## config.mk

```make
export PLATFORM = sky130hd
export DESIGN_NAME = imem_loader_flat
export DESIGN_NICKNAME = d
export VERILOG_FILES = /design/src/rtl/imem_loader_if.sv /design/src/rtl/imem_loader.sv /design/src/flat_wrapper.sv
export SDC_FILE = /design/constraint.sdc
export NUM_CORES = 1
export LEC_CHECK = 0
export BUFFER_PORTS_ARGS = -buffer_cell sky130_fd_sc_hd__buf_2
export CAP_MARGIN = 10
export CORE_ASPECT_RATIO = 2
export CORE_UTILIZATION = 25
export DETAILED_ROUTE_END_ITERATION = 10
export PLACE_DENSITY = 0.44
export RECOVER_POWER = 25
export SYNTH_ARGS = -nofsm -noshare
export SYNTH_HDL_FRONTEND = slang
export SYNTH_SLANG_ARGS = --single-unit
```

## constraint.sdc

```tcl
create_clock -name clk -period 2.3 [get_ports clk]
set_input_delay 0.23 -clock clk [delete_from_list [all_inputs] [get_ports clk]]
set_output_delay 0.23 -clock clk [all_outputs]
set_load 0.01 [all_outputs]
```

## src/rtl/imem_loader_if.sv

```systemverilog
// Byte-stream handshake into the instruction-memory loader.
// Ports: s_valid/s_data/s_last from source, s_ready back from loader.
interface imem_loader_if;
    logic       s_valid;
    logic [7:0] s_data;
    logic       s_last;
    logic       s_ready;

    modport master (
        output s_valid,
        output s_data,
        output s_last,
        input  s_ready
    );

    modport slave (
        input  s_valid,
        input  s_data,
        input  s_last,
        output s_ready
    );
endinterface

```

## src/rtl/imem_loader.sv

```systemverilog
// Program loader: packs a big-endian byte stream into 32-bit words and
// writes them to instruction memory at consecutive addresses while the
// CPU is stalled.
// Ports: clk, rst_n (async low), start pulse, s (byte stream slave),
//   im_we/im_wa/im_wd (memory write port), cpu_stall, done, overflow,
//   word_count (words written by the last/current load).
module imem_loader #(
    parameter int WIDTH      = 32,
    parameter int ADDR_WIDTH = 8,
    parameter int DEPTH      = 256
) (
    input  logic                  clk,
    input  logic                  rst_n,
    input  logic                  start,
    imem_loader_if.slave          s,
    output logic                  im_we,
    output logic [ADDR_WIDTH-1:0] im_wa,
    output logic [WIDTH-1:0]      im_wd,
    output logic                  cpu_stall,
    output logic                  done,
    output logic                  overflow,
    output logic [ADDR_WIDTH:0]   word_count
);

    localparam logic [ADDR_WIDTH:0] DEPTH_CNT = (ADDR_WIDTH+1)'(DEPTH);

    typedef enum logic [1:0] {
        IDLE,
        LOAD,
        WRITE,
        DONE
    } state_t;

    state_t          state_q;
    state_t          state_d;
    logic [1:0]      byte_idx_q;
    logic [WIDTH-1:0] word_q;
    logic [WIDTH-1:0] word_next;
    logic            last_q;
    logic            accept;
    logic            full;
    logic            ovf_hit;
    logic            finish_word;
    logic            restart;

    // s_ready is 1 exactly in LOAD, so a valid byte there is accepted.
    assign accept      = (state_q == LOAD) && s.s_valid;
    assign full        = (word_count == DEPTH_CNT);
    assign ovf_hit     = accept && full;
    assign finish_word = accept && !full &&
                         ((byte_idx_q == 2'd3) || s.s_last);
    assign restart     = start &&
                         ((state_q == IDLE) || (state_q == DONE));

    // Drop the incoming byte into its big-endian lane; lanes not yet
    // filled stay zero, which pads a short final word.
    always_comb begin
        word_next = word_q;
        unique case (byte_idx_q)
            2'd0: word_next[WIDTH-1  -: 8] = s.s_data;
            2'd1: word_next[WIDTH-9  -: 8] = s.s_data;
            2'd2: word_next[WIDTH-17 -: 8] = s.s_data;
            2'd3: word_next[WIDTH-25 -: 8] = s.s_data;
            default: word_next = word_q;
        endcase
    end

    always_ff @(posedge clk or negedge rst_n) begin
        if (!rst_n) begin
            state_q <= IDLE;
        end else begin
            state_q <= state_d;
        end
    end

    always_comb begin
        state_d   = state_q;
        s.s_ready = 1'b0;
        im_we     = 1'b0;
        cpu_stall = 1'b0;
        done      = 1'b0;
        unique case (state_q)
            IDLE: begin
                if (start) begin
                    state_d = LOAD;
                end
            end
            LOAD: begin
                s.s_ready = 1'b1;
                cpu_stall = 1'b1;
                if (ovf_hit) begin
                    state_d = DONE;
                end else if (finish_word) begin
                    state_d = WRITE;
                end
            end
            WRITE: begin
                im_we     = 1'b1;
                cpu_stall = 1'b1;
                state_d   = last_q ? DONE : LOAD;
            end
            DONE: begin
                done = 1'b1;
                if (start) begin
                    state_d = LOAD;
                end
            end
            default: begin
                state_d = IDLE;
            end
        endcase
    end

    // Datapath. im_wa/im_wd are captured when a word completes, so they
    // are stable through WRITE and hold afterwards.
    always_ff @(posedge clk or negedge rst_n) begin
        if (!rst_n) begin
            byte_idx_q <= 2'd0;
            word_q     <= '0;
            last_q     <= 1'b0;
            overflow   <= 1'b0;
            word_count <= '0;
            im_wa      <= '0;
            im_wd      <= '0;
        end else begin
            if (restart) begin
                byte_idx_q <= 2'd0;
                word_q     <= '0;
                last_q     <= 1'b0;
                overflow   <= 1'b0;
                word_count <= '0;
            end
            if (ovf_hit) begin
                overflow <= 1'b1;
            end else if (finish_word) begin
                im_wd      <= word_next;
                im_wa      <= word_count[ADDR_WIDTH-1:0];
                last_q     <= s.s_last;
                word_q     <= '0;
                byte_idx_q <= 2'd0;
            end else if (accept) begin
                word_q     <= word_next;
                byte_idx_q <= byte_idx_q + 2'd1;
            end
            if (state_q == WRITE) begin
                word_count <= word_count + 1'b1;
            end
        end
    end

endmodule

```

## src/flat_wrapper.sv

```systemverilog
// flat-port wrapper written by rule: the top's interface ports become plain ports
module imem_loader_flat 
#(
    parameter int WIDTH      = 32,
    parameter int ADDR_WIDTH = 8,
    parameter int DEPTH      = 256
)
  (clk, rst_n, start, im_we, im_wa, im_wd, cpu_stall, done, overflow, word_count, s_s_valid, s_s_data, s_s_last, s_s_ready);
  imem_loader_if s_i ();
  input  logic clk;
  input  logic rst_n;
  input  logic start;
  output logic im_we;
  output logic [ADDR_WIDTH-1:0] im_wa;
  output logic [WIDTH-1:0] im_wd;
  output logic cpu_stall;
  output logic done;
  output logic overflow;
  output logic [ADDR_WIDTH:0] word_count;
  input wire logic [$bits(s_i.s_valid)-1:0] s_s_valid;
  input wire logic [$bits(s_i.s_data)-1:0] s_s_data;
  input wire logic [$bits(s_i.s_last)-1:0] s_s_last;
  output wire logic [$bits(s_i.s_ready)-1:0] s_s_ready;
  assign s_i.s_valid = s_s_valid;
  assign s_i.s_data = s_s_data;
  assign s_i.s_last = s_s_last;
  assign s_s_ready = s_i.s_ready;
  imem_loader #(.WIDTH(WIDTH), .ADDR_WIDTH(ADDR_WIDTH), .DEPTH(DEPTH)) u_core (.clk(clk), .rst_n(rst_n), .start(start), .s(s_i), .im_we(im_we), .im_wa(im_wa), .im_wd(im_wd), .cpu_stall(cpu_stall), .done(done), .overflow(overflow), .word_count(word_count));
endmodule
```

==> results of run 1 <==
## worst paths after layout
check                                                    from                          endpoint
worst max-delay path            u_core.state_q[1]$_DFFE_PN0P_       u_core.word_q[13]$_DFF_PN0_
min in group asynchronous                               rst_n       u_core.im_wd[6]$_DFFE_PN0P_
worst min-delay path                                 s_s_last           u_core.last_q$_DFF_PN0_
worst max register to register  u_core.state_q[1]$_DFFE_PN0P_       u_core.word_q[13]$_DFF_PN0_
max in group asynchronous                               rst_n  u_core.word_count[7]$_DFFE_PN0P_
worst min register to register     u_core.word_q[6]$_DFF_PN0_        u_core.word_q[6]$_DFF_PN0_
## through the flow
| step | setup slack, ns | instances | instance area (sq um) |
|---|---|---|---|
| 6_report | 0.210 | 601 | 4850 |
| 2_1_floorplan | 0.311 | 326 | 3930 |
| 3_5_place_dp | 0.223 | 589 | 4600 |
| 5_1_grt | 0.0679 | 601 | 4850 |
| 4_1_cts | 0.211 | 601 | 4870 |
| 3_3_place_gp | 0.284 | 589 | 4600 |
## synthesized netlist by cell type, drive strengths merged
library cell,n
nand3,8
inv,13
a31oi,2
dfrtp,87
nor3,1
xor2,1
nand2b,2
ha,9
nor4b,2
mux2i,35
nor2,36
and2,9
o2bb2ai,3
a21oi,33
mux2,9
clkbuf,10
and4,1
and3,1
buf,9
o31ai,3
a21o,1
o21ai,9
nand2,11
o21bai,1
nand4,2
a211oi,1
o211ai,1
a32o,25
a2111oi,1
## layout by cell type (no fill, tap or decap), types with 2 or more instances in the layout
master,Yosys,final
dfrtp_1,87,87
buf_2,5,47
nor2_1,36,36
mux2i_1,35,35
a21oi_1,32,32
a32o_1,18,18
clkbuf_1,10,18
buf_4,0,14
inv_1,13,13
nand2_1,11,11
and2_1,9,9
o21ai_0,9,9
ha_1,9,9
clkbuf_16,0,9
nand3_1,8,8
a32o_2,7,7
mux2_2,7,7
buf_12,0,4
o31ai_1,3,3
nor4b_4,2,2
o2bb2ai_4,2,2
mux2_1,2,2
nand2b_1,2,2
a31oi_1,2,2
nand4_1,2,2
## where the power goes
part           internal [mW]  switching [mW]  total [mW]
logic                  0.888            1.23        2.12
clock network          0.811           0.566        1.38
registers               1.97           0.248        2.22
total                   3.67            2.04        5.71
## routing by layer
layer | wire length, um | GRT usage [%] | share of wire, % | vias to the layer above
met1 | 4010 | 13.8 | 41 | 1379
met5 | 0 | 0 | 0 | -
met2 | 5410 | 23.5 | 55 | 50
met3 | 195 | 1.91 | 2.0 | 8
met4 | 180 | 7.86 | 1.8 | 0
li1 | - | - | - | 1324
## timing repair
| action | 4_1_cts | 5_1_grt |
|---|---|---|
| hold buffers | 1 | 0 |
| endpoints found under the hold margin | 39 | 0 |
| setup endpoints to repair | 0 | 0 |
## logic make-up (layout without fill, tap and decap cells)
family | count (synthesis) | count (layout)
flip-flops | 87 | 87
AO/OA/AOI/OAI | 80 | 80
AND/OR/NAND/NOR | 73 | 73
multiplexers | 44 | 44
buffers and inverters | 32 | 109
adder cells (fa/ha/maj) | 9 | 9
XOR/XNOR | 1 | 1
## final cells by class
| type | count | area (sq um) | area share, % |
|---|---|---|---|
| Timing Repair Buffer | 85 | 503 | 10.4 |
| Inverter | 13 | 48.8 | 1.01 |
| Sequential cell | 87 | 2180 | 44.9 |
| Tap cell | 198 | 248 | 5.11 |
| Clock inverter | 2 | 37.5 | 0.775 |
| Multi-Input combinational cell | 207 | 1610 | 33.2 |
| Clock buffer | 9 | 225 | 4.65 |
## critical path: stages, from the launching register on
cell       delay, ns
dfrtp_1         0.40
inv_1           0.08
ha_1            0.23
nand2_1         0.22
a2111oi_4       0.42
buf_12          0.23
o2bb2ai_2       0.24
a32o_1          0.19
## state kept, by name, summed over array words and instances (netlist names)
name and count:
u_core.byte_idx_q 2, u_core.im_wa 8, u_core.im_wd 32, u_core.last_q 1, u_core.overflow 1, u_core.state_q 2, u_core.word_count 9, u_core.word_q 32
==> results by group, run 1 <==
Detailed routing
  • DRT Pass-1 Iters: 4
  • Starting DRC count in detailed routing: 88
  • Residual DRC: 0
  • Via count: approximately 2800
  • Routed Wire Length: 9790 um
  • Via density: 4.59
  • Post-route ant nets: 0
  • Per-cell routed wire length: ~16 um

Floorplan
  • Initial core utilization: about a quarter
  • Die ar.: 0.0162 sq mm
  • Ports: 67
  • Placeable Area: 0.0153 sq mm
  • Num rows: 64
  • DIE WIDTH: 90.6 um
  • Die height: 179 um

Synth
  • Post-Synth Simple-Gate Area: 9.30%
  • Synthesized instance count: 326
  • Xor and xnor area share after synthesis: 0.223%
  • Mapped Nets: 348
  • Adder-Cell Fraction of Synth Area: 2.87%
  • Mux cell area share after synthesis: 11.5%
  • Largest cells by area after synthesis: dfrtp_1 55%, mux2i_1 8.9%, a32o_1 4.6%
  • Avg Cell Area, Syn: 12.0 sq um
  • Post-synth top area share: a little under three fifths
  • Synth area leader: dfrtp_1
  • Yosys cell types: 36
  • Largest family of logic cells by synthesized area: compound AO/OA/AOI/OAI gates
  • Cell Area, Synth: 0.00393 sq mm
  • Ys Warns: 0
  • Post-synthesis register bit count: 87
  • Register area share after synthesis: 55.4%
  • Post-synthesis compound-gate area fraction: 16.7%

Timing
  • Final Critical Period: 2.09 ns
  • Skew final: 0.00920 ns
  • Worst rel slew slack: 29.2%
  • Ratio of final minimum period to clock period: 90.9%
  • Slew Viols, Final: 0
  • Fin Setup TNS: 0 ns
  • Hold Slack: 0.210 ns
  • Final Hold Viols: 0
  • # setup viols final: 0
  • Slew @ Worst Pin: 1.06 ns
  • RSZ-0062 raised after global routing: false
  • Fmax: 478 MHz

Clock tree
  • Post-CTS Setup Inserts: 0
  • Max Root-Sink Buffers: 2
  • # clock sinks: 87
  • Reg clk slew, reported paths: ~0.060 ns
  • Worst skew pair latency: 0.34 ns
  • Root Driver: clkbuf_16
  • Post-CTS resize count: 0
  • H-tree depth: 3
  • CTS tree: yes
  • TritonCTS Buffers: 9

GRT
  • Largest net degree at the start of global routing: 42
  • First-pass GRT wire length: 15500 um
  • Initial antenna violation count: 0
  • All-Layer GR Usage: between 10% and 20%
  • Gr ovfl total: 0
  • Vias in the first global route: 2908

Placed design
  • Port bufs: 66
  • HPWL after DPL: 7090 um
  • GP Congestion: about 0.76

Hold path
  • Hold Crit Class: in -> reg
  • Hold path depth: 2

Worst setup path
  • R2r worst-path depth: 7
  • Startpoint types: flop
  • Arrival time at the worst endpoint: 2.36 ns
  • CP Class: reg -> reg
  • Worst EP required: around 2.6 ns
  • Crit end category: flop
  • Crit-path max FO: 29
  • FF-to-FF setup slack: 0.21 ns

Pwr
  • Power Total: 5.71 mW
  • Pwr/cell area: 1180 mW/mm^2
  • Max rail drop VDD: ~0.37 mV
  • Lkg Pwr: 2.22 nW

Finish
  • Nets: 425
  • Fill count: ~1600
  • P&R area growth vs syn: 23.4%
  • Layout cell share with drive strength beyond 1: 25.1%
  • N_diodes: 0
  • Final core utilization: 31.7%

Status
  • Status: completed

Flow run
  • Max-cap violations: 0
Power figures use the tool's default switching activity.
==> inputs of run 2 (changes only) <==
Settings changed: CORE_UTILIZATION 25 to 56, CTS_BUF_LIST set to sky130_fd_sc_hd__clkbuf_16, PLACE_DENSITY 0.44 to 0.82.
==> run 2 against run 1 <==
Against the previous run: final area decreased by 0.46%; global-route usage increased by 13 points; clock power increased by 17%; non-clock buffer count increased by 8; first-iteration DRC count increased by 78%; core utilization increased by 41 points; fmax increased by 0.51%; sequential cell count unchanged; die area decreased by 55%; wire length decreased by 10%; register-to-register slack about the same; critical endpoint is now u_core.im_wa[5]$_DFFE_PN0P_; largest power group unchanged; highest routed layer unchanged.
==> results by group, run 2 (synthesized netlist as in run 1, its figures left out) <==
Flow run
  • Max-cap violations: 0 (unchanged)

Worst setup path
  • Worst EP required: 2.52 ns (-0.05 ns)
  • CP Class: reg -> reg
  • Worst path top cell family by delay: buffers and inverters
  • Arrival time at the worst endpoint: 2.30 ns (-0.06 ns)
  • Critical path depth in cells: 6 (-1)
  • Startpoint types: flop
  • R2r worst-path depth: 6 (-1)
  • CP Buf/Inv Count: 2 (unchanged)
  • Crit end category: flop
  • Worst r2r dst: u_core.im_wa[5]$_DFFE_PN0P_
  • FF-to-FF setup slack: 0.22 ns (about the same)
  • Crit path to: u_core.im_wa[5]$_DFFE_PN0P_
  • Crit-path max FO: 50 (+72%)
  • CP cell instances: ha_1, buf_4, nor2_1, a211oi_4, buf_12, mux2_1
  • Slowest stage delay, CP: 0.38 ns (-0.04 ns)
  • Slowest cell on crit path: dfrtp_1
  • Worst R2R Start: u_core.byte_idx_q[1]$_DFF_PN0_
  • Critical Path Start: u_core.byte_idx_q[1]$_DFF_PN0_

Placed design
  • GP Congestion: 0.769 (+0.91%)
  • Placed Cells: 483 (-18%)
  • HPWL after DPL: 6000 um (-15%)
  • Port bufs: 66 (unchanged)
  • Pre-CTS setup slack: -0.101 ns (-0.324 ns)

Detailed routing
  • WL met3: 274 um (+41%)
  • Residual DRC: 0 (unchanged)
  • Top Metal Used: met4
  • Met2 Wirelength: 4840 um (-10%)
  • DRT Pass-1 Iters: 4 (unchanged)
  • WL met1: 3410 um (-15%)
  • Via density: 5.79 (+26%)
  • Via count: 2912 (+5.5%)
  • Post-route ant nets: 0 (unchanged)
  • Starting DRC count in detailed routing: 157 (+78%)
  • Per-cell routed wire length: 17.5 um (+7.5%)
  • Routed Wire Length: 8810 um (-10%)

Clock tree
  • Max Root-Sink Buffers: 2 (unchanged)
  • Reg clk slew, reported paths: 0.06 ns (about the same)
  • Worst skew pair latency: 0.34 ns (about the same)
  • # clock sinks: 87 (unchanged)
  • TritonCTS Buffers: 9 (unchanged)
  • Root Driver: clkbuf_16
  • H-tree depth: 3 (unchanged)
  • CTS tree: yes

Pwr
  • Pwr/cell area: 1240 mW/mm^2 (+5.4%)
  • Max rail drop VDD: 0.719 mV (+92%)
  • Lkg Pwr: 2.31 nW (+4.0%)

Timing
  • Final Critical Period: 2.08 ns (-0.0106 ns)
  • Worst rel slew slack: 27.3% (-1.8 points)
  • Fin Setup TNS: 0 ns (unchanged)
  • Skew final: 0.00537 ns (-0.00384 ns)
  • Final Hold Viols: 0 (unchanged)
  • Fmax: 481 MHz (+0.51%)
  • RSZ-0062 raised after global routing: false
  • Setup ws final: 0.221 ns (+0.0106 ns)
  • # setup viols final: 0 (unchanged)
  • Slew @ Worst Pin: 1.09 ns (+0.0275 ns)
  • Slew Viols, Final: 0 (unchanged)
  • Ratio of final minimum period to clock period: 90.4% (-0.46 points)

GRT
  • Largest net degree at the start of global routing: 51 (+21%)
  • All-Layer GR Usage: 26.1% (+13 points)
  • Gr ovfl total: 0 (unchanged)
  • Vias in the first global route: 2786 (-4.2%)
  • First-pass GRT wire length: 13800 um (-11%)
  • Initial antenna violation count: 0 (unchanged)

Floorplan
  • Num rows: 42 (-34%)
  • Initial core utilization: 58.8% (+33 points)
  • DIE WIDTH: 61.2 um (-32%)
  • Die height: 120 um (-33%)
  • Die ar.: 0.00737 sq mm (-55%)
  • Ports: 67 (unchanged)
  • Placeable Area: 0.00667 sq mm (-56%)

Finish
  • Area of the multi-input gates: 0.00161 sq mm (unchanged)
  • Finished Layout Cells: 503 (-16%)
  • Register area: 0.00218 sq mm (unchanged)
  • Most frequent cells in the layout: 87 x dfrtp_1, 49 x buf_2, 36 x nor2_1
  • Biggest regs: u_core.im_wd: 32 flops, u_core.word_q: 32 flops, u_core.word_count: 9 flops
  • Final core utilization: 72.3% (+41 points)
  • Fill count: 480 (-70%)
  • Nets: 433 (+1.9%)
  • Layout cell share with drive strength beyond 1: 27.2% (+2.2 points)
  • N_diodes: 0 (unchanged)
  • Most common cell after layout, fill and taps aside: dfrtp_1
  • P&R area growth vs syn: 22.8%

Hold path
  • Hold Crit Class: in -> reg

Status
  • Status: completed
-- run 2: worst min path at each step --
stage                         from                              to  slack, ns  depth (start not counted)
after CTS                 s_s_last         u_core.last_q$_DFF_PN0_       0.21                          2
after detailed placement     rst_n   u_core.state_q[0]$_DFFE_PN0P_       0.25                          1
after floorplan              rst_n  u_core.byte_idx_q[0]$_DFF_PN0_      -0.07                          0
after global routing      s_s_last         u_core.last_q$_DFF_PN0_       0.23                          2
final                     s_s_last         u_core.last_q$_DFF_PN0_       0.22                          2
after global placement       rst_n     u_core.im_wd[9]$_DFFE_PN0P_       0.24                          1
-- run 2: final cells by class --
class / instances / share of cell area [%]
clock buffers: 9 / 4.67
multi-input cells: 207 / 33.3
inverters: 13 / 1.01
well taps: 88 / 2.28
flip-flops and latches: 87 / 45.1
clock inverters: 6 / 2.13
repair buffers: 93 / 11.5
-- run 2: stage by stage --
stage / power, mW / hold WS, ns / instance area (sq um)
2_1_floorplan: 3.60 / -0.0656 / 3930
3_3_place_gp: 4.30 / 0.244 / 4470
3_5_place_dp: 4.40 / 0.255 / 4470
4_1_cts: 6.06 / 0.214 / 4850
5_1_grt: 6.31 / 0.229 / 4820
6_report: 5.99 / 0.217 / 4820
-- run 2: what timing repair did --
action / in CTS / in global routing
hold buffers: 1 / 0
endpoints found under the hold margin: 41 / 0
resized for setup: 0 / 0
setup endpoints to repair: 29 / 0
buffers inserted: 4 / 0
-- run 2: metal layers --
| metal | up-vias | global-route usage (%) |
|---|---|---|
| met2 | 82 | 44.5 |
| met1 | 1458 | 30.2 |
| met3 | 18 | 3.74 |
| met5 | - | 0 |
| li1 | 1354 | - |
| met4 | 0 | 14.1 |
-- run 2: where the power goes --
group / internal, mW / total (mW) / switching (mW)
sequential: 1.97 / 2.22 / 0.246
combinational: 0.912 / 2.17 / 1.26
clock: 1.04 / 1.61 / 0.561
==> inputs of run 3 (changes only) <==
Clock period 2.3 ns to 2.15 ns, I/O delays scaled along.
==> run 3 against run 2 <==
Against the previous run: sequential share of layout area grew 1.0 points; global-route usage shrank 0.83 points; largest power group unchanged; final cell count shrank 2.0%; total power grew 2.8%; sequential power grew 7%; non-clock buffer count shrank 11.
==> results by group, run 3 (synthesized netlist as in run 1, its figures left out) <==
Status
  • Status: completed

Timing
  • Fmax: 497 MHz (+3.2%)
  • RSZ-0062 raised after global routing: false
  • Slew @ Worst Pin: 0.933 ns (-0.157 ns)
  • Final Critical Period: 2.01 ns (-0.0653 ns)
  • Final Hold Viols: 0 (unchanged)
  • # setup viols final: 0 (unchanged)
  • Worst rel slew slack: 37.8% (+10 points)
  • Ratio of final minimum period to clock period: 93.7% (+3.3 points)
  • Fin Setup TNS: 0 ns (unchanged)
  • Skew final: 0.00416 ns (-0.00120 ns)
  • Slew Viols, Final: 0 (unchanged)

Floorplan
  • Initial core utilization: 58.8% (unchanged)
  • Die height: 120 um (unchanged)
  • Die ar.: 0.00737 sq mm (unchanged)
  • Num rows: 42 (unchanged)
  • Ports: 67 (unchanged)
  • Placeable Area: 0.00667 sq mm (unchanged)
  • DIE WIDTH: 61.2 um (unchanged)

Finish
  • Post-route cell area: 0.00472 sq mm (-2.2%)
  • Most common cell after layout, fill and taps aside: dfrtp_1
  • P&R area growth vs syn: 20.1%
  • Layout cell share with drive strength beyond 1: 29.1% (+1.9 points)
  • Nets: 422 (-2.5%)
  • Fill count: 487 (+1.5%)
  • Biggest regs: u_core.im_wd: 32 flops, u_core.word_q: 32 flops, u_core.word_count: 9 flops
  • Most frequent cells in the layout: 87 x dfrtp_1, 65 x buf_2, 36 x nor2_1
  • N_diodes: 0 (unchanged)

GRT
  • Largest net degree at the start of global routing: 72 (+41%)
  • Vias in the first global route: 2821 (+1.3%)
  • Initial antenna violation count: 0 (unchanged)
  • Gr ovfl total: 0 (unchanged)
  • First-pass GRT wire length: 13500 um (-1.7%)
  • All-Layer GR Usage: 25.3% (-0.83 points)

Placed design
  • Port bufs: 66 (unchanged)
  • Area post-placement: 0.00443 sq mm (-0.90%)
  • HPWL after DPL: 5760 um (-4.0%)
  • GP Congestion: 0.752 (-2.2%)

Pwr
  • Max rail drop VDD: 0.858 mV (+19%)
  • Pwr/cell area: 1310 mW/mm^2 (+5.2%)
  • Lkg Pwr: 2.27 nW (-2.0%)

Detailed routing
  • Starting DRC count in detailed routing: 154 (-1.9%)
  • Via density: 5.67 (-2.1%)
  • DRT Pass-1 Iters: 4 (unchanged)
  • Post-route ant nets: 0 (unchanged)
  • Per-cell routed wire length: 17.2 um (-1.8%)
  • Residual DRC: 0 (unchanged)
  • Routed Wire Length: 8470 um (-3.8%)
  • Via count: 2795 (-4.0%)

Worst setup path
  • Startpoint types: flop
  • Slowest stage delay, CP: 0.41 ns (+0.03 ns)
  • Worst EP required: 2.36 ns (-0.16 ns)
  • Crit-path max FO: 8 (-84%)
  • CP Class: reg -> reg
  • CP dominant cell by count: buf_4
  • Crit end category: flop
  • Arrival time at the worst endpoint: 2.23 ns (-0.07 ns)
  • CP cell instances: inv_1, ha_1, nor4b_4, buf_4, a211oi_4, buf_4, mux2_2
  • Slowest cell on crit path: dfrtp_1

Clock tree
  • Reg clk slew, reported paths: 0.06 ns (about the same)
  • # clock sinks: 87 (unchanged)
  • Worst skew pair latency: 0.33 ns (about the same)
  • Max Root-Sink Buffers: 2 (unchanged)
  • Post-CTS Setup Inserts: 0 (-4)
  • H-tree depth: 3 (unchanged)
  • Root Driver: clkbuf_16
  • TritonCTS Buffers: 9 (unchanged)
  • CTS tree: yes

Hold path
  • Hold Crit Class: in -> reg

Flow run
  • Max-cap violations: 0 (unchanged)
-- run 3: power by group --
group | internal, mW | switching (mW)
Sequential | 2.11 | 0.259
Combinational | 0.984 | 1.32
Clock | 0.889 | 0.601
-- run 3: worst max-delay path, delay by kind of cell, from the launching register on --
family          cells  cell delay [ns]
buf+inv             3             0.50
flops               1             0.41
mux                 1             0.35
compound gates      1             0.32
fa+ha+maj           1             0.18
simple gates        1             0.14
-- run 3: area by class of cell --
class	count	area (sq um)	area share, %
Sequential cell	87	2180	46.2
Timing Repair Buffer	82	480	10.2
Clock inverter	7	65.1	1.38
Clock buffer	9	225	4.78
Tap cell	88	110	2.33
Multi-Input combinational cell	207	1610	34.1
Inverter	13	48.8	1.03
-- run 3: per-stage QoR --
step	instances	utilization (%)	hold slack (ns)	total power [mW]	worst slack [ns]
after detailed placement	476	66.3	0.100	4.68	0.157
after floorplan	326	-	-0.0806	3.86	0.161
after global placement	476	66.3	0.0950	4.59	0.222
after CTS	493	70.8	0.197	6.20	0.0810
final	493	70.7	0.208	6.16	0.136
after global routing	493	70.7	0.199	6.53	0.0380
-- run 3: final timing paths --
kind	from	to	slack (ns)	depth (start not counted)
min in group asynchronous	rst_n	u_core.im_wd[6]$_DFFE_PN0P_	0.56	2
setup / recovery	u_core.word_count[1]$_DFFE_PN0P_	u_core.im_wa[0]$_DFFE_PN0P_	0.14	7
hold / removal	s_s_last	u_core.last_q$_DFF_PN0_	0.21	2
hold reg to reg	u_core.im_wa[5]$_DFFE_PN0P_	u_core.im_wa[5]$_DFFE_PN0P_	0.48	1
setup reg to reg	u_core.word_count[1]$_DFFE_PN0P_	u_core.im_wa[0]$_DFFE_PN0P_	0.14	7
max in group asynchronous	rst_n	u_core.im_wd[21]$_DFFE_PN0P_	0.47	3
-- run 3: routing by layer --
| layer | part of all wire (%) | up-vias | GRT usage, % |
|---|---|---|---|
| li1 | - | 1318 | - |
| met1 | 39 | 1398 | 29.5 |
| met2 | 56 | 66 | 43.3 |
| met3 | 3.2 | 13 | 5.24 |
| met4 | 1.9 | 0 | 10.5 |
| met5 | 0 | - | 0 |
-- run 3: what timing repair did --
item,4_1_cts,5_1_grt
hold endpoints to repair,16,0
endpoints found under the setup margin,0,8
hold buffers,1,0
gates resized for setup,0,1
